**config.mk**
```make
export PLATFORM = sky130hd
export DESIGN_NAME = reglk_init_master
export DESIGN_NICKNAME = d
export VERILOG_FILES = /design/src/rtl/reglk_init_master.sv
export SDC_FILE = /design/constraint.sdc
export NUM_CORES = 1
export LEC_CHECK = 0
export BUFFER_PORTS_ARGS = -buffer_cell sky130_fd_sc_hd__buf_2
export CAP_MARGIN = 40
export CORE_UTILIZATION = 35
export DETAILED_ROUTE_END_ITERATION = 6
export PLACE_DENSITY = 0.67
export SLEW_MARGIN = 0
export SYNTH_ARGS = -nofsm -noshare
export SYNTH_HDL_FRONTEND = slang
export SYNTH_SLANG_ARGS = --single-unit
```
**constraint.sdc**
```tcl
create_clock -name clk_i -period 6.79 [get_ports clk_i]
set_input_delay 1.358 -clock clk_i [delete_from_list [all_inputs] [get_ports clk_i]]
set_output_delay 1.358 -clock clk_i [all_outputs]
set_load 0.03 [all_outputs]
```
**src/rtl/reglk_init_master.sv**
```systemverilog
// Register-lock table initiator: programs NB_WORDS lock words over a register
// bus, reads them all back and reports done or the first fault with its index.
module reglk_init_master #(
  parameter int unsigned NB_WORDS  = 6,
  parameter logic [31:0] BASE_ADDR = 32'h0,
  parameter int unsigned TIMEOUT   = 255,
  localparam int unsigned IDX_W    = (NB_WORDS > 1) ? $clog2(NB_WORDS) : 1
) (
  input  logic                     clk_i,
  input  logic                     rst_ni,
  input  logic                     start_i,
  input  logic [32*NB_WORDS-1:0]   lock_words_i,
  output logic                     busy_o,
  output logic                     done_o,
  output logic                     error_o,
  output logic [1:0]               err_code_o,
  output logic [IDX_W-1:0]         err_idx_o,
  output logic [31:0]              reg_addr,
  output logic                     reg_write,
  output logic [31:0]              reg_wdata,
  output logic [3:0]               reg_wstrb,
  output logic                     reg_valid,
  input  logic [31:0]              reg_rdata,
  input  logic                     reg_ready,
  input  logic                     reg_error
);

  localparam int unsigned CNT_W = $clog2(TIMEOUT + 1);
  localparam logic [IDX_W-1:0] LAST_IDX = IDX_W'(NB_WORDS - 1);
  localparam logic [CNT_W-1:0] TMO_LAST = CNT_W'(TIMEOUT - 1);
  localparam logic [CNT_W-1:0] TMO_MAX  = CNT_W'(TIMEOUT);

  typedef enum logic [2:0] {IDLE, WRITE, READ, DONE, ERROR} state_t;

  state_t                state, state_nxt;
  logic [IDX_W-1:0]      idx, idx_nxt, err_idx_nxt;
  logic [1:0]            err_code_nxt;
  logic [CNT_W-1:0]      tmo_cnt, tmo_cnt_nxt;
  logic [32*NB_WORDS-1:0] snap, snap_src;
  logic                  load, accept, stall, on_bus_nxt;
  logic [31:0]           cur_word, wdata_nxt;

  assign accept   = reg_valid && reg_ready;
  assign stall    = reg_valid && !reg_ready;
  assign cur_word = snap[32*idx +: 32];

  // NOTE: every variable gets a default before the case so no path infers a latch.
  always_comb begin
    state_nxt    = state;
    idx_nxt      = idx;
    err_code_nxt = err_code_o;
    err_idx_nxt  = err_idx_o;
    tmo_cnt_nxt  = tmo_cnt;
    load         = 1'b0;
    case (state)
      IDLE, DONE, ERROR: begin
        if (start_i) begin
          load         = 1'b1;
          state_nxt    = WRITE;
          idx_nxt      = '0;
          err_code_nxt = 2'd0;
          err_idx_nxt  = '0;
          tmo_cnt_nxt  = '0;
        end
      end
      WRITE, READ: begin
        if (accept) begin
          tmo_cnt_nxt = '0;
          if (reg_error) begin
            state_nxt    = ERROR;
            err_code_nxt = 2'd1;
            err_idx_nxt  = idx;
          end else if (state == READ && reg_rdata != cur_word) begin
            state_nxt    = ERROR;
            err_code_nxt = 2'd2;
            err_idx_nxt  = idx;
          end else if (idx == LAST_IDX) begin
            idx_nxt   = '0;
            state_nxt = (state == WRITE) ? READ : DONE;
          end else begin
            idx_nxt = idx + 1'b1;
          end
        end else if (stall) begin
          if (tmo_cnt == TMO_LAST) begin
            state_nxt    = ERROR;
            err_code_nxt = 2'd3;
            err_idx_nxt  = idx;
            tmo_cnt_nxt  = '0;
          end else if (tmo_cnt != TMO_MAX) begin
            tmo_cnt_nxt = tmo_cnt + 1'b1;
          end
        end
      end
      default: state_nxt = IDLE;
    endcase
  end

  always_ff @(posedge clk_i or negedge rst_ni) begin
    if (!rst_ni) begin
      state      <= IDLE;
      idx        <= '0;
      tmo_cnt    <= '0;
      err_code_o <= 2'd0;
      err_idx_o  <= '0;
    end else begin
      state      <= state_nxt;
      idx        <= idx_nxt;
      tmo_cnt    <= tmo_cnt_nxt;
      err_code_o <= err_code_nxt;
      err_idx_o  <= err_idx_nxt;
    end
  end

  // NOTE: the snapshot is loaded before any use, so it carries no reset.
  always_ff @(posedge clk_i) begin
    if (load) snap <= lock_words_i;
  end

  // Bus outputs are registered from next-state values so the request appears
  // the cycle after the decision, with no path from reg_ready to the bus.
  assign snap_src   = load ? lock_words_i : snap;
  assign wdata_nxt  = snap_src[32*idx_nxt +: 32];
  assign on_bus_nxt = (state_nxt == WRITE) || (state_nxt == READ);

  always_ff @(posedge clk_i or negedge rst_ni) begin
    if (!rst_ni) begin
      reg_valid <= 1'b0;
      reg_write <= 1'b0;
      reg_addr  <= '0;
      reg_wdata <= '0;
      reg_wstrb <= 4'h0;
    end else begin
      reg_valid <= on_bus_nxt;
      reg_write <= (state_nxt == WRITE);
      reg_addr  <= on_bus_nxt ? BASE_ADDR + (32'(idx_nxt) << 2) : 32'h0;
      reg_wdata <= (state_nxt == WRITE) ? wdata_nxt : 32'h0;
      reg_wstrb <= (state_nxt == WRITE) ? 4'hF : 4'h0;
    end
  end

  assign busy_o  = (state == WRITE) || (state == READ);
  assign done_o  = (state == DONE);
  assign error_o = (state == ERROR);

endmodule

```
# ---- Yosys cells after proc, flatten, opt, wreduce, memory -nomap -nowiden
# Cells that the tools add are included.
dict set report classes {
  n_addsub 2
  n_eq_ne 15
  shifts 2
  muxes 41
  n_reduce_logical 12
}
# cell count
set op_table {}
lappend op_table {{192-bit by 9-bit indexed part select with 32-bit output} 2}
lappend op_table {{192-bit two-way mux} 1}
lappend op_table {{3-bit two-way mux} 18}
lappend op_table {{8-bit two-way mux} 5}
lappend op_table {{32-bit two-way mux} 1}
lappend op_table {{32-bit != test} 1}
lappend op_table {{3-bit one-hot mux with 2 select lines} 3}
lappend op_table {{8-bit one-hot mux with 2 select lines} 1}
lappend op_table {{2-bit two-way mux} 6}
lappend op_table {{3-bit by 2-bit == test with 1-bit output, second input constant} 3}
lappend op_table {{8-bit by 1-bit adder with 8-bit output, second input constant} 1}
lappend op_table {{8-bit == test, second input constant} 1}
lappend op_table {{4-bit != test, second input constant} 2}
lappend op_table {{8-bit != test, second input constant} 1}
lappend op_table {{3-bit by 1-bit == test with 1-bit output, second input constant} 2}
lappend op_table {{3-bit == test, second input constant} 2}
lappend op_table {{3-bit != test, second input constant} 2}
lappend op_table {{5-bit two-way mux} 1}
lappend op_table {{5-bit AND reduction} 1}
lappend op_table {{4-bit two-way mux} 1}
lappend op_table {{2-bit one-hot mux with 2 select lines} 1}
lappend op_table {{4-bit AND reduction} 1}
lappend op_table {{3-bit by 1-bit adder with 3-bit output, second input constant} 1}
lappend op_table {{1-bit logical AND} 3}
lappend op_table {{other kinds (8)} 11}
dict set report totals {
  reg_bits 254
  inputBits 229
  output_inout_bits 78
  word_cells 83
}

# ---- Longest topological paths before layout
# Gate-level depths: netlist of the first run.
dict set report logic_depth {
  ltp_word 10
  ltp_mapped 17
  ltp_nobuf 12
}

# ---- Worst setup path after synthesis of the first run
# No wires, ideal clock.
dict set report synth_timing {
  kind {input port to flip-flop}
  from {in reg_rdata[5]}
  to {reg reg_wdata[21]}
  setup_ns 0.131
  arrival_time_ns 3.804
  t_required_ns 6.659
  setup_slack_ns 2.855
  cell_stages 12
  n_path_buf 2
  cell_sequence {or3b_1 -> mux2i_1 -> nand4bb_1 -> o2111ai_1 -> or4_4 -> o31ai_4 -> a21boi_1 -> buf_2 -> clkbuf_1 -> or3_1 -> o211ai_1 -> a31oi_1}
}
dict set report synth_via {
  elab_chain_cells 8
  word_cells_on_any_way 13
  cone_classes {eq/ne (2); shift (1); mux (9); reduce/logical (1)}
}
# item line
set synth_lines {}
lappend synth_lines {{from (decl)} 23} ;# input logic [31:0] reg_rdata,
lappend synth_lines {{32-bit != test *} 73} ;# end else if (state == READ && reg_rdata != cur_word) begin
lappend synth_lines {{1-bit logical AND *} 73}
lappend synth_lines {{3-bit two-way mux} 73}
lappend synth_lines {{3-bit two-way mux} 69} ;# if (reg_error) begin
lappend synth_lines {{3-bit two-way mux} 67} ;# if (accept) begin
lappend synth_lines {{3-bit one-hot mux with 2 select lines} 55} ;# case (state)
lappend synth_lines {{192-bit by 9-bit indexed part select with 32-bit output / 3-bit by 1-bit == test with 1-bit output (equally long branches)} {122, 136}}
lappend synth_lines {{32-bit two-way mux *} 136} ;# reg_wdata <= (state_nxt == WRITE) ? wdata_nxt : 32'h0;
lappend synth_lines {{to (signal assigned)} 136}
lappend synth_lines {{to (decl)} 20} ;# output logic [31:0] reg_wdata,
# Mark *: on every way between the ends. The rest lies on a longest branch, timed or not.
# A chain may end at the register's enable or synchronous reset.

# ---- Final worst setup path of the first run
dict set report layout_timing {
  from {reg idx[0]}
  to {reg reg_wdata[6]}
}
dict set report layout_via {
  elab_chain_cells 9
  word_cells_on_any_way 19
  cone_classes {add/sub (1); eq/ne (3); shift (2); mux (12); reduce/logical (1)}
}
# item line
set layout_lines {}
lappend layout_lines {{from (decl)} 36} ;# logic [IDX_W-1:0] idx, idx_nxt, err_idx_nxt;
lappend layout_lines {{from (signal assigned)} 107} ;# idx <= idx_nxt;
lappend layout_lines {{192-bit by 9-bit indexed part select with 32-bit output} 45} ;# assign cur_word = snap[32*idx +: 32];
lappend layout_lines {{32-bit != test} 73}
lappend layout_lines {{1-bit logical AND} 73}
lappend layout_lines {{3-bit two-way mux} 73}
lappend layout_lines {{3-bit two-way mux} 69}
lappend layout_lines {{3-bit two-way mux} 67}
lappend layout_lines {{3-bit one-hot mux with 2 select lines} 55}
lappend layout_lines {{192-bit by 9-bit indexed part select with 32-bit output / 3-bit by 1-bit == test with 1-bit output (equally long branches)} {122, 136}}
lappend layout_lines {{32-bit two-way mux *} 136}
# Marks and branches as above.

==> flow_summary.toml, run 1 <==
[cts]
post_cts_buffers = 0
cts_buffers = 30
clk_latency_ns = 0.58
cts_hold_buf = 0
cts.repair.resized = 0
cts_max_path_buffers = 3
cts_sinks = 248
ctsRootBufferMaster = "clkbuf_16"
cts.clk_slew.worst_paths_ns = 0.06
cts_tree = "yes"
htreeDepth = 1

[setup_path]
r2r_end = "reg_wdata[6]"
endpoint_kind = "flip-flop"
r2r_cells = 12
cp_max_fo = 51
start_kind = "flip-flop"
rr_startpoint = "idx[0]"
rrSetupSlack_ns = 1.45
path_class = "reg2reg"
cp_data_arrival_time_ns = 5.80
crit_required_ns = 7.25

[floorplan]
dieArea_mm2 = 0.0386
coreArea_mm2 = 0.0370
die_height_um = 197
die_x_um = 197
num_rows = 70
start_util_pct = 35.8
io_pins = 307

[pwr]
p_leak_nw = 6.52
p_per_area_mw_per_mm2 = 527
ir_drop_mv = 0.284

[sta]
worst_slew_pin_slew_ns = 0.942
setup_violations = 0
fmax_mhz = 187
finalHoldViolCount = 0
grt_setup_unrepaired = "no"
final-max-slew-violation-count = 0
clock_skew_ns = 0.0299
maxSlewHeadroom_pct = 37.2
finalCritPeriodShare_pct = 78.6
finalSetupTns_ns = 0
finalCriticalPeriod_ns = 5.34

[placed_design]
place_congestion = 0.834
dp_hpwl_um = 31500
io_buffer_count = 277
dpl.cell_count = 1923

[run_status]
outcome = "complete, no violations"

[yosys]
synthArstFlopShare_pct = 22.6
synth_top_family_by_area = "multiplexers"
synth-compound-area-share_pct = 15.3
yosysSeqAreaShare_pct = 39.6
synthAdderAreaFrac_pct = 0.189
synthMuxAreaShare_pct = 25.9
yosys_warnings = 0
synth_xor_area_share_pct = 0.331
syn-instance-count = 1226
synthSimpleGateAreaFrac_pct = 12.5
ys_seq_elements = 248
ys_types = 70
synthFlopType = "dfxtp_1"
synth_area_per_cell_um2 = 10.8
synth-edff-count = 0
syn-cell-area_mm2 = 0.0132

[routing]
drtIter0Drc = 712
wl_met2_um = 20500
drt-total-wl_um = 44900
remaining_drc_errors = 0
drt-met1-wl_um = 19100
met3_length_um = 3570
firstDrtPassIters = 7
postRouteAntennaNets = 0
maxUsedRoutingLayer = "met5"
wl_per_cell_um = 22.6
vias_per_cell = 5.56
via_count = 11026

[global_routing]
grt_pass1_wl_um = 66900
grt_max_degree = 67
antenna_found_initial = 9
gr-usage-all-layers_pct = 22.8
grt_pass1_vias = 11240
grt_overflow = 0

[layout]
register_area_mm2 = 0.00526
layout_commonest_cell = "buf_2"
nets = 1682
fin_cells = 1983
area_growth_pct = 20.7
utilization_pct = 43.2
layout_common_cells = "buf_2 (276), mux2_2 (193), dfxtp_1 (192), mux2i_1 (80), o211ai_1 (64)"
fillers = 3585
drive_above_1_share_pct = 41.3
multi_input_area_mm2 = 0.00735

[worst_hold_path]
whs_endpoint = "err_idx_o[1]"
holdPathStages = 2
hold_path_class = "reg2reg"
min-delay-start = "err_idx_o[1]"

[job]
cap_viol_max_count = 0
-- metrics by stage --
stage          cell area, um^2  total power [mW]  hold WS, ns  worst slack [ns]
6_report                 16000              8.43        0.478              1.45
5_1_grt                  16000              8.90        0.505              1.19
4_1_cts                  16000              8.43        0.485              1.42
3_5_place_dp             15000              6.77        0.473              1.47
3_3_place_gp             14800              6.60        0.464              1.58
2_1_floorplan            13400              5.69        0.462              2.86
-- where the power goes --
| part | switching (mW) | total, mW | internal, mW | leakage (nW) |
|---|---|---|---|---|
| logic | 2.21 | 4.12 | 1.91 | 3.67 |
| clock network | 0.652 | 1.64 | 0.992 | 0.502 |
| registers | 0.437 | 2.66 | 2.22 | 2.35 |
-- sequential cells by signal, indices dropped and copies added (netlist names) --
signal / count
err_idx_o: 3
reg_addr: 3
idx: 3
reg_wstrb: 1
state: 3
reg_wdata: 32
err_code_o: 2
tmo_cnt: 8
snap: 192
reg_valid: 1
-- synth_stat cells (all sizes together), types with 16 or more instances --
library cell  instances  area [um^2]
mux2                193         2170
dfxtp               192         3840
buf                  83          584
mux2i                80          801
o211ai               64          480
or3                  60          375
dfrtp                56         1400
clkbuf               54          203
a21o                 40          300
o21ai                40          223
a31oi                34          213
nand2                34          128
nor3                 34          170
o221ai               32          405
nor3b                22          170
mux4                 20          450
a21oi                19         95.1
nor2b                19          119
nor2                 17         73.8
or2                  17          106
and3                 16          100
-- cells by family (layout without fill, tap and decap cells) --
kind of cell	after synthesis	count (layout)
AOI/OAI and AO/OA	264	264
xor gates and xnor gates	5	5
adders and majority gates	2	2
buffers and inverters	144	365
DFF	248	248
muxes	293	293
other	1	33
and+or+nand+nor	269	269
-- worst max-delay path, cell delays in order, from the launching register on --
cell and delay [ns]:
dfrtp_4 0.87, buf_4 0.61, mux4_2 0.57, nor2b_1 0.16
nor3_1 0.23, o2111ai_1 0.17, or4_4 0.48, o31ai_4 0.30
a31oi_1 0.18, a311oi_4 0.85, buf_4 0.41, o211ai_1 0.19
a31oi_1 0.19
-- per-layer routing --
layer  global-route usage, %  vias to the layer above
li1                        -                     5037
met1                    29.7                     5375
met2                    36.6                      494
met3                    5.51                      108
met4                    8.25                       12
met5                       0                        -
-- cell type report --
class                      instances  area share [%]
multi-input combinational        862            46.0
sequential                       248            32.9
timing repair buffer             302            10.6
clock buffer                      43            5.38
tap                              504            3.95
clock inverter                    13           0.986
inverter                           7           0.164
antenna                            4          0.0626
-- worst max-delay path by stage --
stage / start / slack, ns / endpoint / cells after the start
final: idx[0] / 1.45 / reg_wdata[6] / 12
after global routing: idx[0] / 1.19 / reg_wdata[6] / 12
after floorplan: reg_rdata[5] / 2.86 / reg_wdata[21] / 12
after detailed placement: idx[0] / 1.47 / reg_wdata[6] / 12
after global placement: idx[0] / 1.58 / reg_wdata[6] / 12
after CTS: idx[0] / 1.42 / reg_wdata[6] / 12
Note: power is estimated with default switching activity, not from simulation.
==> inputs of run 2 (changes only) <==
Settings changed: ABC_AREA set to 1, PLACE_DENSITY 0.67 to 0.69.
Clock period 6.79 ns to 4.7 ns, I/O delays scaled along.
==> flow_summary.toml, run 2 <==
[yosys]
ys_seq_elements = 248
synthTopCellsByArea = "dfxtp_1 (29%), nand2_1 (17%), dfrtp_1 (11%)"
yosys_warnings = 0
syn-instance-count = 1954
synth.top_cells.by_count = "nand2_1 (600), nand3_1 (243), inv_1 (234)"
synthFlopType = "dfxtp_1"
syn-cell-area_mm2 = 0.0133
yosys.area.top_type = "dfxtp_1"
yosysSeqAreaShare_pct = 39.3
ys_types = 37
synth.most_common_cell = "nand2_1"
synthArstFlopShare_pct = 22.6
synth_area_per_cell_um2 = 6.83
netlist.area_leader.share_pct = 28.8
synth-edff-count = 0

[pwr]
netSwitchingFraction_pct = 44.9
p_leak_nw = 8.57
p_total_mw = 11.4
comb_power_share_pct = 47.6
seqPwrFrac_pct = 31.8
p_int_mw = 6.29
p_clk_share_pct = 20.6
netSwitchingPower_mw = 5.13
ir_drop_mv = 0.499
p_per_area_mw_per_mm2 = 710

[sta]
clock_skew_ns = 0.0137
final-max-slew-violation-count = 0
fmax_mhz = 247
finalCriticalPeriod_ns = 4.05
finalSetupTns_ns = 0
fin_ws_ns = 0.648
finalHoldViolCount = 0
maxSlewHeadroom_pct = 62.5
grt_setup_unrepaired = "no"
worst_slew_pin_slew_ns = 0.563
finalCritPeriodShare_pct = 86.2
setup_violations = 0

[layout]
regMostFlops = "snap"
top_regs = "snap (192), reg_wdata (32), tmo_cnt (8)"
area_growth_pct = 20.5
fin_cells = 2711
utilization_pct = 42.8
largest_reg_flops = 192
layout_commonest_cell = "nand2_1"
layout_common_cells = "nand2_1 (598), buf_2 (277), nand3_1 (243), inv_1 (234), dfxtp_1 (192)"
nets = 2407
fillers = 3869
drive_above_1_share_pct = 20.7

[floorplan]
die_height_um = 197
die_x_um = 197
start_util_pct = 35.5
io_pins = 307
coreArea_mm2 = 0.0376
dieArea_mm2 = 0.0389
num_rows = 71

[cts]
cts_sinks = 248
cts.repair.resized = 0
cts_hold_buf = 0
htreeDepth = 1
cts_buffers = 29
cts_max_path_buffers = 3
post_cts_buffers = 0
ctsRootBufferMaster = "clkbuf_16"
cts_tree = "yes"
clk_latency_ns = 0.56
cts.clk_slew.worst_paths_ns = 0.06

[global_routing]
grt_overflow = 0
antenna_found_initial = 4
gr-usage-all-layers_pct = 25.1
grt_max_degree = 118
grt_pass1_vias = 13054
grt_pass1_wl_um = 73700

[setup_path]
r2r_cells = 25
endpoint_kind = "flip-flop"
r2r_end = "reg_wdata[20]"
crit_required_ns = 5.19
rrSetupSlack_ns = 0.65
cp_max_fo = 46
path_class = "reg2reg"
slowest_delay_ns = 0.66
cp_data_arrival_time_ns = 4.54
rr_startpoint = "idx[0]"
cp_slowest_cell = "dfrtp_4"
cpMostUsedCell = "nand2_1"
start_kind = "flip-flop"

[placed_design]
place_ws_ns = 0.696
io_buffer_count = 277
dpl.cell_count = 2656
dp_hpwl_um = 37300
place_congestion = 0.951

[routing]
wl_per_cell_um = 18.5
via_count = 13696
remaining_drc_errors = 2
firstDrtPassIters = 7
postRouteAntennaNets = 0
drt-total-wl_um = 50100
vias_per_cell = 5.05
drtIter0Drc = 1196

[job]
cap_viol_max_count = 0

[worst_hold_path]
hold_path_class = "in2async"

[run_status]
violations = "design-rule violations"
outcome = "complete, but fails checks"
-- run 2: cells by family (layout without fill, tap and decap cells) --
logic type	Yosys count	count (layout)	synth area share (%)
buffers and inverters	385	602	12.9
DFF	248	248	39.3
AOI/OAI and AO/OA	230	230	9.52
other	1	30	0.0281
adders and majority gates	2	2	0.188
muxes	71	71	5.99
and+or+nand+nor	1017	1017	32.1
-- run 2: critical path: cells and delay by family, from the launching register on --
kind	cells	cell delay (ns)
flops	1	0.66
simple gates	22	2.32
buf+inv	3	0.95
-- run 2: worst max-delay path by stage --
stage | startpoint | end | slack (ns)
3_5_place_dp | idx[0] | reg_wdata[20] | 0.70
4_1_cts | idx[0] | reg_wdata[20] | 0.69
3_3_place_gp | idx[0] | reg_wdata[20] | 0.79
2_1_floorplan | state[0] | reg_wdata[13] | 1.94
6_report | idx[0] | reg_wdata[20] | 0.65
5_1_grt | idx[0] | reg_wdata[20] | 0.30
-- run 2: cell type report --
| cell class | instances | area (um^2) | share of cell area [%] |
|---|---|---|---|
| timing repair buffer | 310 | 1780 | 11.1 |
| sequential | 248 | 5250 | 32.6 |
| antenna | 1 | 2.50 | 0.0156 |
| clock inverter | 14 | 154 | 0.957 |
| clock buffer | 40 | 847 | 5.27 |
| multi-input combinational | 1349 | 6510 | 40.5 |
| inverter | 238 | 896 | 5.57 |
| tap | 511 | 639 | 3.98 |
-- run 2: through the flow --
stage / instance area [um^2] / hold slack, ns
after detailed placement: 15100 / 0.467
after global placement: 15100 / 0.462
after CTS: 16100 / 0.174
after global routing: 16100 / 0.187
final: 16100 / 0.186
after floorplan: 13400 / 0.445
-- run 2: routing by layer --
metal,up-vias,track usage (%),part of all wire [%]
met5,-,0,0.070
met4,6,13.1,5.4
met1,6303,29.7,38
met2,665,44.1,48
met3,135,3.53,7.7
li1,6587,-,-
-- run 2: power by group through the flow --
stage / registers, mW / clock network (mW) / logic (mW)
after floorplan: 3.73 / 0 / 3.61
after global placement: 3.62 / 0 / 5.30
after detailed placement: 3.64 / 0 / 5.38
after CTS: 3.61 / 2.38 / 5.41
after global routing: 3.71 / 2.45 / 6.02
final: 3.63 / 2.35 / 5.43
==> inputs of run 3 (changes only) <==
Settings changed: PLACE_DENSITY 0.69 to 0.68.
==> flow_summary.toml, run 3 (synthesis results as in run 2) <==
[sta]
maxSlewHeadroom_pct = 51.7
clock_skew_ns = 0.0192
worst_slew_pin_slew_ns = 0.725
fmax_mhz = 252
finalSetupTns_ns = 0
grt_setup_unrepaired = "no"
finalCritPeriodShare_pct = 84.3
setup_violations = 0
fin_ws_ns = 0.738
final-max-slew-violation-count = 0
finalHoldViolCount = 0
finalCriticalPeriod_ns = 3.96

[pwr]
p_per_area_mw_per_mm2 = 707
p_clk_share_pct = 19.5
netSwitchingFraction_pct = 45.4
seqPwrFrac_pct = 32.1
comb_power_share_pct = 48.4
p_int_mw = 6.17
p_leak_nw = 8.51
netSwitchingPower_mw = 5.12
ir_drop_mv = 0.422

[setup_path]
slowest_delay_ns = 0.58
path_class = "reg2reg"
cp_max_fo = 38
start_kind = "flip-flop"
crit_required_ns = 5.14
cp_slowest_cell = "dfrtp_4"
cp_data_arrival_time_ns = 4.41
worstPathCellList = "buf_4, nor2_1, nor2_1, nand2_1, nand2_1, nand2_1, nand2_1, nand2_1, nand2_1, nand2_1, nor2_1, nand2_1, nor2_1, nand2_1, nand2_2, nand3_2, nand2_2, nand2_4, buf_4, nand3_1, nand3_1, nand2_1, nand2_1, nor2_1"
cpMostUsedCell = "nand2_1"
endpoint_kind = "flip-flop"

[cts]
clk_latency_ns = 0.56
cts_sinks = 248
cts.repair.resized = 0
cts_tree = "yes"
cts_hold_buf = 0
htreeDepth = 1
cts.clk_slew.worst_paths_ns = 0.06
ctsRootBufferMaster = "clkbuf_16"
post_cts_buffers = 0
cts_max_path_buffers = 3
cts_buffers = 29

[placed_design]
dpl_cell_area_mm2 = 0.0150
place_ws_ns = 0.798
place_congestion = 0.925
io_buffer_count = 277
dp_hpwl_um = 36700

[layout]
top_regs = "snap (192), reg_wdata (32), tmo_cnt (8)"
regMostFlops = "snap"
largest_reg_flops = 192
final_cell_area_mm2 = 0.0160
drive_above_1_share_pct = 20.2
fillers = 3903
layout_commonest_cell = "nand2_1"
layout_common_cells = "nand2_1 (598), buf_2 (277), nand3_1 (243), inv_1 (234), dfxtp_1 (192)"
area_growth_pct = 19.7
diodes = 0
utilization_pct = 42.5
nets = 2402

[routing]
firstDrtPassIters = 5
postRouteAntennaNets = 0
drt-total-wl_um = 49700
remaining_drc_errors = 0
wl_per_cell_um = 18.4
drtIter0Drc = 1021
vias_per_cell = 4.99
via_count = 13505

[run_status]
outcome = "complete, no violations"

[floorplan]
coreArea_mm2 = 0.0376
dieArea_mm2 = 0.0389
num_rows = 71
io_pins = 307
die_height_um = 197
start_util_pct = 35.5
die_x_um = 197

[global_routing]
grt_pass1_wl_um = 73200
gr-usage-all-layers_pct = 24.8
grt_pass1_vias = 12980
grt_max_degree = 131
antenna_found_initial = 2
grt_overflow = 0

[job]
cap_viol_max_count = 0

[worst_hold_path]
hold_path_class = "in2async"
==> run 3: changes by cell type in the layout (fill, tap and decap cells not counted), sizes merged <==
cell,change
buf,-5
clkinv,-1
clkbuf,+4
diode,-1
bufinv,-2
clkinvlp,-1
==> run 3: stage by stage <==
stage / power (mW) / cells / hold slack [ns]
after floorplan: 7.34 / 1982 / 0.445
after global placement: 8.96 / 2651 / 0.460
after detailed placement: 9.04 / 2651 / 0.463
after CTS: 11.3 / 2705 / 0.456
after global routing: 12.1 / 2705 / 0.487
final: 11.3 / 2705 / 0.454
==> run 3: power groups by stage <==
stage               Clock [mW]  Combinational [mW]  Sequential, mW
floorplan                    0                3.61            3.73
global placement             0                5.34            3.62
detailed placement           0                5.40            3.64
CTS                       2.23                5.43            3.60
global route              2.33                6.03            3.71
finish                    2.20                5.47            3.62
==> run 3: area by class of cell <==
| cell class | instances | area [um^2] | share of cell area [%] |
|---|---|---|---|
| clock buffer | 44 | 843 | 5.28 |
| clock inverter | 10 | 81.3 | 0.509 |
| inverter | 238 | 896 | 5.61 |
| multi-input combinational | 1349 | 6510 | 40.8 |
| sequential | 248 | 5250 | 32.9 |
| tap | 511 | 639 | 4.00 |
| timing repair buffer | 305 | 1750 | 10.9 |
==> run 3: worst max-delay path: cells and delay by family, from the launching register on <==
family	cells	cell delay, ns
AND/OR/NAND/NOR	22	2.42
flip-flops	1	0.58
buffers and inverters	2	0.80
==> run 3: worst paths after layout <==
path / cells past startpoint / from / slack (ns) / end
worst max-delay path: 24 / idx[0] / 0.74 / reg_wdata[5]
worst min-delay path: 1 / rst_ni / 0.45 / tmo_cnt[4]
worst max register to register: 24 / idx[0] / 0.74 / reg_wdata[5]
min in group clk_i: 2 / snap[28] / 0.47 / snap[28]
worst min register to register: 2 / snap[28] / 0.47 / snap[28]
max in group asynchronous: 2 / rst_ni / 3.33 / idx[0]
==> run 3: layer usage <==
metal | wire length (um) | vias up | track usage (%)
li1 | - | 6566 | -
met1 | 19800 | 6236 | 29.9
met2 | 24600 | 592 | 44.4
met3 | 2950 | 107 | 2.51
met4 | 2360 | 4 | 11.3
met5 | 25 | - | 0
